`src/rtl/ysyx_lsu_pkg.sv`:
```
// -----------------------------------------------------------------------------
// ysyx_lsu_pkg
// Shared definitions for the load/store unit:
//   - `YSYX_W_WIDTH : default data/address width (32) when not set by the build
//   - lsu_state_e   : LSU bus FSM states
//   - F3_*          : func3 access size / sign encodings
//   - RESP_OKAY     : AXI response code for a successful transfer
// Build option: YSYX_LSU_FAULT_EN (consumed by ysyx_lsu) reports non-OKAY
// responses on fault_o.
// -----------------------------------------------------------------------------
`ifndef YSYX_W_WIDTH
`define YSYX_W_WIDTH 32
`endif

package ysyx_lsu_pkg;

   typedef enum logic [2:0] {
      IDLE  = 3'd0,
      RD_A  = 3'd1,
      RD_D  = 3'd2,
      WR_AW = 3'd3,
      WR_B  = 3'd4,
      DONE  = 3'd5
   } lsu_state_e;

   localparam logic [2:0] F3_B  = 3'b000;
   localparam logic [2:0] F3_H  = 3'b001;
   localparam logic [2:0] F3_W  = 3'b010;
   localparam logic [2:0] F3_BU = 3'b100;
   localparam logic [2:0] F3_HU = 3'b101;

   localparam logic [1:0] RESP_OKAY = 2'b00;

endpackage

```
`src/rtl/ysyx_lsu_align.sv`:
```
// -----------------------------------------------------------------------------
// ysyx_lsu_align
// Byte-lane alignment shared by the load and store paths.
//   off     in   byte offset within the bus word (addr[1:0])
//   func3   in   access size / sign (F3_* encodings)
//   ld_bus  in   raw bus read data
//   ld_data out  load lane shifted down and sign/zero-extended
//   st_data in   register store data (lane 0 aligned)
//   st_bus  out  store data shifted up into its byte lanes
//   st_strb out  byte strobes for the store
// -----------------------------------------------------------------------------
`ifndef YSYX_W_WIDTH
`define YSYX_W_WIDTH 32
`endif

module ysyx_lsu_align
   import ysyx_lsu_pkg::*;
#(
   parameter int BIT_W = `YSYX_W_WIDTH
) (
   input  logic [1:0]         off,
   input  logic [2:0]         func3,
   input  logic [BIT_W-1:0]   ld_bus,
   output logic [BIT_W-1:0]   ld_data,
   input  logic [BIT_W-1:0]   st_data,
   output logic [BIT_W-1:0]   st_bus,
   output logic [BIT_W/8-1:0] st_strb
);

   logic [4:0]         sh_amt;
   logic [BIT_W-1:0]   ld_shift;
   logic [BIT_W/8-1:0] strb_base;

   assign sh_amt   = {off, 3'b000};
   assign ld_shift = ld_bus >> sh_amt;

   // NOTE: every always_comb output gets a default first, so no path can leave it unassigned and infer a latch.
   always_comb begin
      ld_data = ld_shift;
      case (func3)
         F3_B:    ld_data = {{(BIT_W-8){ld_shift[7]}}, ld_shift[7:0]};
         F3_H:    ld_data = {{(BIT_W-16){ld_shift[15]}}, ld_shift[15:0]};
         F3_BU:   ld_data = {{(BIT_W-8){1'b0}}, ld_shift[7:0]};
         F3_HU:   ld_data = {{(BIT_W-16){1'b0}}, ld_shift[15:0]};
         default: ld_data = ld_shift;
      endcase
   end

   // Store size only depends on func3[1:0]; the unsigned variants have no store meaning.
   always_comb begin
      strb_base = '1;
      case (func3[1:0])
         2'b00:   strb_base = {{(BIT_W/8-1){1'b0}}, 1'b1};
         2'b01:   strb_base = {{(BIT_W/8-2){1'b0}}, 2'b11};
         default: strb_base = '1;
      endcase
   end

   assign st_strb = strb_base << off;
   assign st_bus  = st_data << sh_amt;

endmodule

```
`src/rtl/ysyx_lsu.sv`:
```
// -----------------------------------------------------------------------------
// ysyx_lsu
// Load/store unit: turns one EXU request into an AXI4-Lite read or write.
// Ports:
//   clk, rst                 clock, synchronous active-high reset
//   lsu_avalid, addr, wdata, request valid, byte address, store data,
//   ren, wen, func3          load / store select (load wins), size/sign
//   rdata_o, rvalid_o,       extended load data (held), load-done pulse,
//   wready_o, fault_o        store-done pulse, bus error pulse
//   ar*/r*                   AXI4-Lite read address / data channels
//   aw*/w*/b*                AXI4-Lite write address / data / response
// Build option: define YSYX_LSU_FAULT_EN to report non-OKAY rresp/bresp on
// fault_o alongside the done pulse; otherwise fault_o is tied 0.
// All AXI valid/ready outputs come straight from flops; address, data and
// strobes derive from latched request registers only.
// -----------------------------------------------------------------------------
`ifndef YSYX_W_WIDTH
`define YSYX_W_WIDTH 32
`endif

module ysyx_lsu
   import ysyx_lsu_pkg::*;
#(
   parameter int BIT_W = `YSYX_W_WIDTH
) (
   input  logic               clk,
   input  logic               rst,
   // EXU side
   input  logic               lsu_avalid,
   input  logic [BIT_W-1:0]   addr,
   input  logic [BIT_W-1:0]   wdata,
   input  logic               ren,
   input  logic               wen,
   input  logic [2:0]         func3,
   output logic [BIT_W-1:0]   rdata_o,
   output logic               rvalid_o,
   output logic               wready_o,
   output logic               fault_o,
   // AXI4-Lite read
   output logic [BIT_W-1:0]   araddr,
   output logic               arvalid,
   input  logic               arready,
   input  logic [BIT_W-1:0]   rdata,
   input  logic [1:0]         rresp,
   input  logic               rvalid,
   output logic               rready,
   // AXI4-Lite write
   output logic [BIT_W-1:0]   awaddr,
   output logic               awvalid,
   input  logic               awready,
   output logic [BIT_W-1:0]   wdata_o,
   output logic [BIT_W/8-1:0] wstrb,
   output logic               wvalid,
   input  logic               wready,
   input  logic [1:0]         bresp,
   input  logic               bvalid,
   output logic               bready
);

   lsu_state_e         state_q, state_d;
   logic [BIT_W-1:0]   addr_q, addr_d;
   logic [BIT_W-1:0]   wdata_q, wdata_d;
   logic [2:0]         func3_q, func3_d;
   logic [BIT_W-1:0]   rdata_o_q, rdata_o_d;
   logic               arvalid_q, arvalid_d;
   logic               rready_q, rready_d;
   logic               awvalid_q, awvalid_d;
   logic               wvalid_q, wvalid_d;
   logic               bready_q, bready_d;
   logic               aw_done_q, aw_done_d;
   logic               w_done_q, w_done_d;
   logic               rvalid_o_q, rvalid_o_d;
   logic               wready_o_q, wready_o_d;
   logic               fault_q, fault_d;

   logic               ar_hs, r_hs, aw_hs, w_hs, b_hs;
   logic               aw_ok, w_ok;
   logic [BIT_W-1:0]   ld_data;
   logic [BIT_W-1:0]   st_bus;
   logic [BIT_W/8-1:0] st_strb;

   assign ar_hs = arvalid_q & arready;
   assign r_hs  = rready_q  & rvalid;
   assign aw_hs = awvalid_q & awready;
   assign w_hs  = wvalid_q  & wready;
   assign b_hs  = bready_q  & bvalid;

   // A write channel counts as finished once its handshake has happened,
   // whether in an earlier cycle or in this one.
   assign aw_ok = aw_done_q | aw_hs;
   assign w_ok  = w_done_q  | w_hs;

   ysyx_lsu_align #(.BIT_W(BIT_W)) u_align (
      .off     (addr_q[1:0]),
      .func3   (func3_q),
      .ld_bus  (rdata),
      .ld_data (ld_data),
      .st_data (wdata_q),
      .st_bus  (st_bus),
      .st_strb (st_strb)
   );

   // ---------------- state register ----------------
   always_ff @(posedge clk) begin
      // NOTE: non-blocking assignments so every flop samples the pre-edge value of every other flop.
      if (rst) begin
         state_q    <= IDLE;
         // NOTE: request and load-data registers are reset as well so every output reads a defined value after rst.
         addr_q     <= '0;
         wdata_q    <= '0;
         func3_q    <= '0;
         rdata_o_q  <= '0;
         arvalid_q  <= 1'b0;
         rready_q   <= 1'b0;
         awvalid_q  <= 1'b0;
         wvalid_q   <= 1'b0;
         bready_q   <= 1'b0;
         aw_done_q  <= 1'b0;
         w_done_q   <= 1'b0;
         rvalid_o_q <= 1'b0;
         wready_o_q <= 1'b0;
         fault_q    <= 1'b0;
      end else begin
         state_q    <= state_d;
         addr_q     <= addr_d;
         wdata_q    <= wdata_d;
         func3_q    <= func3_d;
         rdata_o_q  <= rdata_o_d;
         arvalid_q  <= arvalid_d;
         rready_q   <= rready_d;
         awvalid_q  <= awvalid_d;
         wvalid_q   <= wvalid_d;
         bready_q   <= bready_d;
         aw_done_q  <= aw_done_d;
         w_done_q   <= w_done_d;
         rvalid_o_q <= rvalid_o_d;
         wready_o_q <= wready_o_d;
         fault_q    <= fault_d;
      end
   end

   // ---------------- next-state logic ----------------
   always_comb begin
      state_d = state_q;
      case (state_q)
         IDLE: begin
            if (lsu_avalid && ren)      state_d = RD_A;
            else if (lsu_avalid && wen) state_d = WR_AW;
         end
         RD_A:    if (ar_hs) state_d = RD_D;
         RD_D:    if (r_hs)  state_d = DONE;
         WR_AW:   if (aw_ok && w_ok) state_d = WR_B;
         WR_B:    if (b_hs)  state_d = DONE;
         DONE:    state_d = IDLE;
         default: state_d = IDLE;
      endcase
   end

   // ---------------- registered FSM outputs ----------------
   // Each valid/ready flop is loaded with the value it must show in the
   // state being entered, so the outputs need no decode after the flop.
   always_comb begin
      arvalid_d  = (state_d == RD_A);
      rready_d   = (state_d == RD_D);
      bready_d   = (state_d == WR_B);
      rvalid_o_d = (state_q == RD_D) && (state_d == DONE);
      wready_o_d = (state_q == WR_B) && (state_d == DONE);
      awvalid_d  = 1'b0;
      wvalid_d   = 1'b0;
      aw_done_d  = 1'b0;
      w_done_d   = 1'b0;
      if (state_q == IDLE && state_d == WR_AW) begin
         awvalid_d = 1'b1;
         wvalid_d  = 1'b1;
      end else if (state_q == WR_AW && state_d == WR_AW) begin
         // Each channel drops its valid after its own handshake.
         awvalid_d = awvalid_q & ~awready;
         wvalid_d  = wvalid_q  & ~wready;
         aw_done_d = aw_ok;
         w_done_d  = w_ok;
      end
   end

   // ---------------- request / load datapath ----------------
   always_comb begin
      addr_d    = addr_q;
      wdata_d   = wdata_q;
      func3_d   = func3_q;
      rdata_o_d = rdata_o_q;
      if (state_q == IDLE && lsu_avalid && (ren || wen)) begin
         addr_d  = addr;
         func3_d = func3;
         if (!ren) wdata_d = wdata;
      end
      if (state_q == RD_D && r_hs) rdata_o_d = ld_data;
   end

`ifdef YSYX_LSU_FAULT_EN
   // The error flag is loaded on the same edge as the done pulse.
   always_comb begin
      fault_d = 1'b0;
      if (state_q == RD_D && r_hs)      fault_d = (rresp != RESP_OKAY);
      else if (state_q == WR_B && b_hs) fault_d = (bresp != RESP_OKAY);
   end
`else
   logic unused_resp;
   assign unused_resp = ^{rresp, bresp};
   assign fault_d     = 1'b0;
`endif

   // ---------------- outputs ----------------
   assign rdata_o  = rdata_o_q;
   assign rvalid_o = rvalid_o_q;
   assign wready_o = wready_o_q;
   assign fault_o  = fault_q;

   assign araddr   = {addr_q[BIT_W-1:2], 2'b00};
   assign arvalid  = arvalid_q;
   assign rready   = rready_q;

   assign awaddr   = {addr_q[BIT_W-1:2], 2'b00};
   assign awvalid  = awvalid_q;
   assign wvalid   = wvalid_q;
   assign wdata_o  = st_bus;
   assign wstrb    = wvalid_q ? st_strb : '0;
   assign bready   = bready_q;

endmodule

```
`config.mk`:
```
export PLATFORM = sky130hd
export DESIGN_NAME = ysyx_lsu
export DESIGN_NICKNAME = d
export VERILOG_FILES = /design/src/rtl/ysyx_lsu_pkg.sv /design/src/rtl/ysyx_lsu_align.sv /design/src/rtl/ysyx_lsu.sv
export SDC_FILE = /design/constraint.sdc
export NUM_CORES = 1
export LEC_CHECK = 0
export ABC_AREA = 1
export BUFFER_PORTS_ARGS = -buffer_cell sky130_fd_sc_hd__buf_2
export CORE_ASPECT_RATIO = 1.5
export CORE_MARGIN = 1.5
export CORE_UTILIZATION = 48
export DETAILED_ROUTE_END_ITERATION = 8
export PLACE_DENSITY = 0.81
export SETUP_SLACK_MARGIN = 0.05
export SLEW_MARGIN = 15
export SYNTH_ARGS = -nofsm -noshare
export SYNTH_HDL_FRONTEND = slang
export SYNTH_SLANG_ARGS = --single-unit
```
`constraint.sdc`:
```
create_clock -name clk -period 1.56 [get_ports clk]
set_input_delay 0.078 -clock clk [delete_from_list [all_inputs] [get_ports clk]]
set_output_delay 0.078 -clock clk [all_outputs]
set_load 0.02 [all_outputs]
```
======== After elaboration in Yosys (flattened, before gate mapping) ========
Index checks and enable logic that the tools add are counted.
W data, S select, Z words.
word-level totals
  flip-flop bits (word level) ............. 111
  output and inout port bits .............. 140
  logic and storage cells ................. 73
  bits of input ports ..................... 113
cells by class
  eq/ne operators ......................... 13
  shift-type cells ........................ 3
  reductions and logical operators ........ 16
  muxes and demuxes ....................... 14
  bitwise gates (word level) .............. 13
operators with widths
  operator              count
  $pmux W32 S4          1
  $shl A32 B5 Y32       1
  $shr A32 B5 Y32       1
  $mux W3               6
  $eq A3 B3 Y1 const B  5
  $pmux W3 S5           1
  $eq A3 B2 Y1 const B  4
  $logic_and A1 B1 Y1   10
  $eq A3 B1 Y1 const B  3
  $pmux W4 S2           1
  $and A1 B1 Y1         7
  $logic_not A3 Y1      2
  $mux W1               4
  $mux W4               1
  $not A1 Y1            4
  $shl A4 B2 Y4         1
  $reduce_or A3 Y1      1
  $eq A2 B1 Y1 const B  1
  $logic_not A2 Y1      1
  $or A1 B1 Y1          2
  $reduce_and A2 Y1     1
  $logic_or A1 B1 Y1    1

======== Depth between registers and ports, before layout ========
  depth in word-level cells ............... 9
  mapped depth ............................ 9
  depth with buffers taken out ............ 8

======== Hierarchy ========
A second synthesis with hierarchy kept.
unflattened totals
  cells, all modules ...................... 846
  area total of the unflattened synthesis .. 5841.9 µm²
by module, submodules not included
  module          cells each  area an instance (µm²)  times used  seq. area each (µm²)
  ysyx_lsu        581         4563.1                  1           2222.1
  ysyx_lsu_align  265         1278.7                  1           0.0

======== Worst setup path before layout ========
OpenSTA, ideal clock, no wires.
  path kind ............................... reg-to-output
  from .................................... register addr_q[0]
  to ...................................... output wdata_o[17]
  arrival time ............................ 1.402 ns
  setup slack ............................. 0.080 ns
  required time ........................... 1.482 ns
  path buffers ............................ 2
  cell stages (with the launch flop) ...... 6
  cell sequence ........................... dfxtp_1 inv_2 buf_2 buf_2 nor2_1 o32ai_1
between the ends
  cells in the longest elaborated chain, start to end .. 1
ends and longest elaborated chain
  element                   RTL line              text
  start: declaration        ysyx_lsu.sv:61        logic [BIT_W-1:0] addr_q, addr_d;
  start signal: assignment  ysyx_lsu.sv:125       addr_q <= addr_d;
  $shl A32 B5 Y32           ysyx_lsu_align.sv:60  assign st_bus = st_data << sh_amt;
  end: declaration          ysyx_lsu.sv:51        output logic [BIT_W-1:0] wdata_o,
Every way passes these cells.

======== Worst setup path in the final report ========
  from .................................... register addr_q[0]
  to ...................................... register rdata_o_q[11] (netlist: rdata_o[11])
between the ends
  cells in the longest elaborated chain, start to end .. 2
ends and longest elaborated chain
  element                 RTL line              text
  $shr A32 B5 Y32         ysyx_lsu_align.sv:35  assign ld_shift = ld_bus >> sh_amt;
  $pmux W32 S4            ysyx_lsu_align.sv:40  case (func3)
  end signal: assignment  ysyx_lsu.sv:128       rdata_o_q <= rdata_o_d;
  end: declaration        ysyx_lsu.sv:64        logic [BIT_W-1:0] rdata_o_q, rdata_o_d;
Every way passes these cells.
A chain may end at the register's enable or synchronous reset.

==> results.json <==
{
  "path_buf_inv": 3,
  "cts_tree": "done",
  "ff2ff_path_depth": 7,
  "p_leak_uw": 0.00415,
  "violations": "hold timing, setup timing",
  "synth_top_flop_cell": "dfxtp_1",
  "cp_max_fo": 12,
  "yosys_warnings": 0,
  "slew_viol_final": 0,
  "yosys.area.top_type_share_pct": 38.9,
  "num-nets-final": 1198,
  "fp.dieH_um": 137,
  "hold_viol": 1,
  "start_util_pct": 49.6,
  "insertion_delay_ns": 0.35,
  "worstPathCellList": "buf_12 -> bufbuf_16 -> nor2_1 -> o211ai_1 -> nand3_1 -> nand2_1 -> inv_1",
  "ys_top_cells_by_area": "dfxtp_1 (39%), nor2_1 (15%), buf_4 (9.2%)",
  "cp-end-kind": "flip-flop",
  "place_congestion": 0.946,
  "worstHoldPathType": "input pin to flip-flop",
  "root_buffer": "clkbuf_16",
  "grt_pass1_wl_um": 29700,
  "drv_cap": 0,
  "final_layout_size_suffix_gt1_share_pct": 35.4,
  "netlist_area_mm2": 0.00572,
  "multi_input_area_mm2": 0.00283,
  "wl_um": 20700,
  "dieArea_mm2": 0.0126,
  "portBuffers": 243,
  "path_class": "flip-flop to flip-flop",
  "coreArea_mm2": 0.0115,
  "post_drt_wl_per_cell_um": 16.7,
  "setup_tns_ns": -0.519,
  "synthXorXnorAreaFrac_pct": 0,
  "worst_path_largest_cell_delay_ns": 0.44,
  "placed_cells": 1152,
  "synthMuxAreaShare_pct": 0,
  "synth_fa_ha_area_share_pct": 0,
  "cpMaxStageDelayCell": "dfxtp_4",
  "synth.distinct_cells": 30,
  "synthMostInstantiatedCell": "nor2_1",
  "htreeDepth": 3,
  "hold_end": "wdata_q[26]$_SDFFE_PP0P_",
  "drc_errors": 0,
  "period_minus_slack_ns": 1.63,
  "grt_max_degree": 40,
  "synth-seq-cells": 111,
  "nFillCells": 865,
  "min_path_cells": 3,
  "whs_ns": -0.00149,
  "synthTopCellsByCount": "nor2_1 (231), dfxtp_1 (111), nand2_1 (104)",
  "critPathArrivalTime_ns": 1.88,
  "finalWorstSetupSlack_ns": -0.0694,
  "drtAntennaViolNets": 0,
  "irDropWorstVdd_v": 0.000755,
  "worstMarginPinSlew_ns": 0.599,
  "critPathTopFamily": "buffers and inverters",
  "track_usage_pct": 30.0,
  "yosys.area_share.simple_pct": 26.8,
  "synth_top_family_by_area": "simple AND/OR/NAND/NOR gates",
  "syn2layout_area_growth_pct": 45.4,
  "required_ns": 1.81,
  "seq_area_frac_synth_pct": 38.9,
  "finalCritPeriodShare_pct": 104,
  "antenna_found_initial": 1,
  "regArea_mm2": 0.00223,
  "synth_area_per_cell_um2": 6.75,
  "cts.sinks": 111,
  "synth_compound_area_share_pct": 16.8,
  "rows": 48,
  "slew_headroom_pct": 60.1,
  "synthCells": 847,
  "ios": 253,
  "hp-start": "wdata[26]",
  "r2r_end": "rdata_o[11]$_SDFFE_PP0P_",
  "dieWidth_um": 92.1,
  "max_freq_mhz": 614,
  "fin_cells": 1241,
  "start_kind": "flip-flop",
  "rrSetupSlack_ns": -0.07,
  "rr_startpoint": "addr_q[0]$_SDFFE_PP0P_",
  "clk_path_buf_depth": 2,
  "dp.final_hpwl_um": 12100,
  "grt_pass1_vias": 6198,
  "clk_pin_slew_ns": 0.08,
  "setup_viol": 15,
  "drt-initial-drc-count": 433,
  "rsz0062_at_grt": "true",
  "dr_total_vias": 6677,
  "grt.overflow.total": 0,
  "outcome": "finished with violations",
  "cts-buffers-inserted": 9,
  "yosysTopAreaCell": "dfxtp_1",
  "first_pass_iters": 5,
  "via_per_inst": 5.38,
  "pwr_density_cell_mw_per_mm2": 1050,
  "async_flop_share_pct": 0,
  "fin_worst_skew_ns": 0.00594,
  "synth_edf_count": 0
}
[kinds of logic after synthesis]
group / after synthesis
other: 1
and+or+nand+nor: 382
buffers and inverters: 177
AOI/OAI and AO/OA: 176
DFF: 111
[metal layers]
metal / up-vias / wire length (um) / part of all wire, % / track usage [%]
met5: - / 11 / 0.053 / 0
met1: 3034 / 7310 / 35 / 32.4
li1: 3116 / - / - / -
met2: 416 / 10500 / 51 / 52.8
met3: 109 / 1700 / 8.2 / 6.28
met4: 2 / 1210 / 5.8 / 19.7
[how the worst max path moves through the flow]
stage / start / to / slack (ns) / depth (start not counted)
after floorplan: addr_q[0]$_SDFFE_PP0P_ / wdata_o[17] / 0.08 / 5
after global routing: state_q[0]$_SDFF_PP0_ / wdata_q[7]$_SDFFE_PP0P_ / -0.21 / 7
after global placement: func3_q[1]$_SDFFE_PP0P_ / rdata_o[31]$_SDFFE_PP0P_ / 0.02 / 6
after CTS: addr_q[0]$_SDFFE_PP0P_ / wdata_o[26] / -0.04 / 5
after detailed placement: func3_q[1]$_SDFFE_PP0P_ / rdata_o[31]$_SDFFE_PP0P_ / 0.0005 / 6
final: addr_q[0]$_SDFFE_PP0P_ / rdata_o[11]$_SDFFE_PP0P_ / -0.07 / 7
[where the power goes]
part	switching [uW]	leakage, uW	internal (uW)	total [uW]
Combinational	1720	0.00309	1200	2920
Sequential	184	0.000908	3030	3210
Clock	1100	0.000155	1460	2560
[cell type report]
type / instances / share of cell area (%)
Antenna cell: 1 / 0.0301
Clock buffer: 10 / 2.88
Clock inverter: 6 / 1.11
Inverter: 61 / 3.00
Multi-Input combinational cell: 563 / 34.1
Sequential cell: 111 / 26.8
Tap cell: 150 / 2.26
Timing Repair Buffer: 339 / 29.8
[flip-flops by register name (all words and copies together), names as in the netlist]
name	cells
addr_q	32
rdata_o	32
wdata_q	32
func3_q	3
state_q	3
arvalid	1
aw_done_q	1
awvalid	1
bready	1
rready	1
rvalid_o	1
w_done_q	1
wready_o	1
wvalid	1
[stage by stage]
stage                     util, %  total power (uW)  hold slack (ns)  instance area [um^2]  setup slack (ns)
final                        72.0              8700         -0.00149                  8310           -0.0694
after floorplan                 -              4860            0.151                  5730            0.0800
after CTS                    69.6              8390         0.000589                  8020           -0.0431
after global placement       57.6              5330            0.297                  6640            0.0155
after detailed placement     57.6              5360            0.307                  6640          0.000514
after global routing         72.0              9010          0.00941                  8310            -0.210
[worst register-to-register path, cell delays in order (launching register included)]
cell and delay (ns):
dfxtp_4 0.44, buf_12 0.17, bufbuf_16 0.28, nor2_1 0.06, o211ai_1 0.35, nand3_1 0.13, nand2_1 0.08, inv_1 0.03
[cell usage in the layout (no fill, tap or decap), drive strengths merged]
cell type,n
clkbuf,11
clkinv,1
conb,5
dlygate4sd3,51
o32ai,4
o211ai,14
or2,7
bufinv,2
dfxtp,111
o22ai,4
nand2,107
buf,284
nor3,1
nand3,31
inv,62
a22oi,8
diode,1
nor2,235
bufbuf,3
nand3b,1
a21oi,32
a221oi,1
o21ai,113
clkinvlp,2
[timing repair]
action                                  4_1_cts  5_1_grt
setup buffers                                 8        4
gates resized for setup                      79       73
hold buffers                                 50        1
cloned                                        8        1
endpoints found under the setup margin       39      100
pin swaps                                    12       24
endpoints found under the hold margin        50        1
Power figures use the tool's default switching activity.
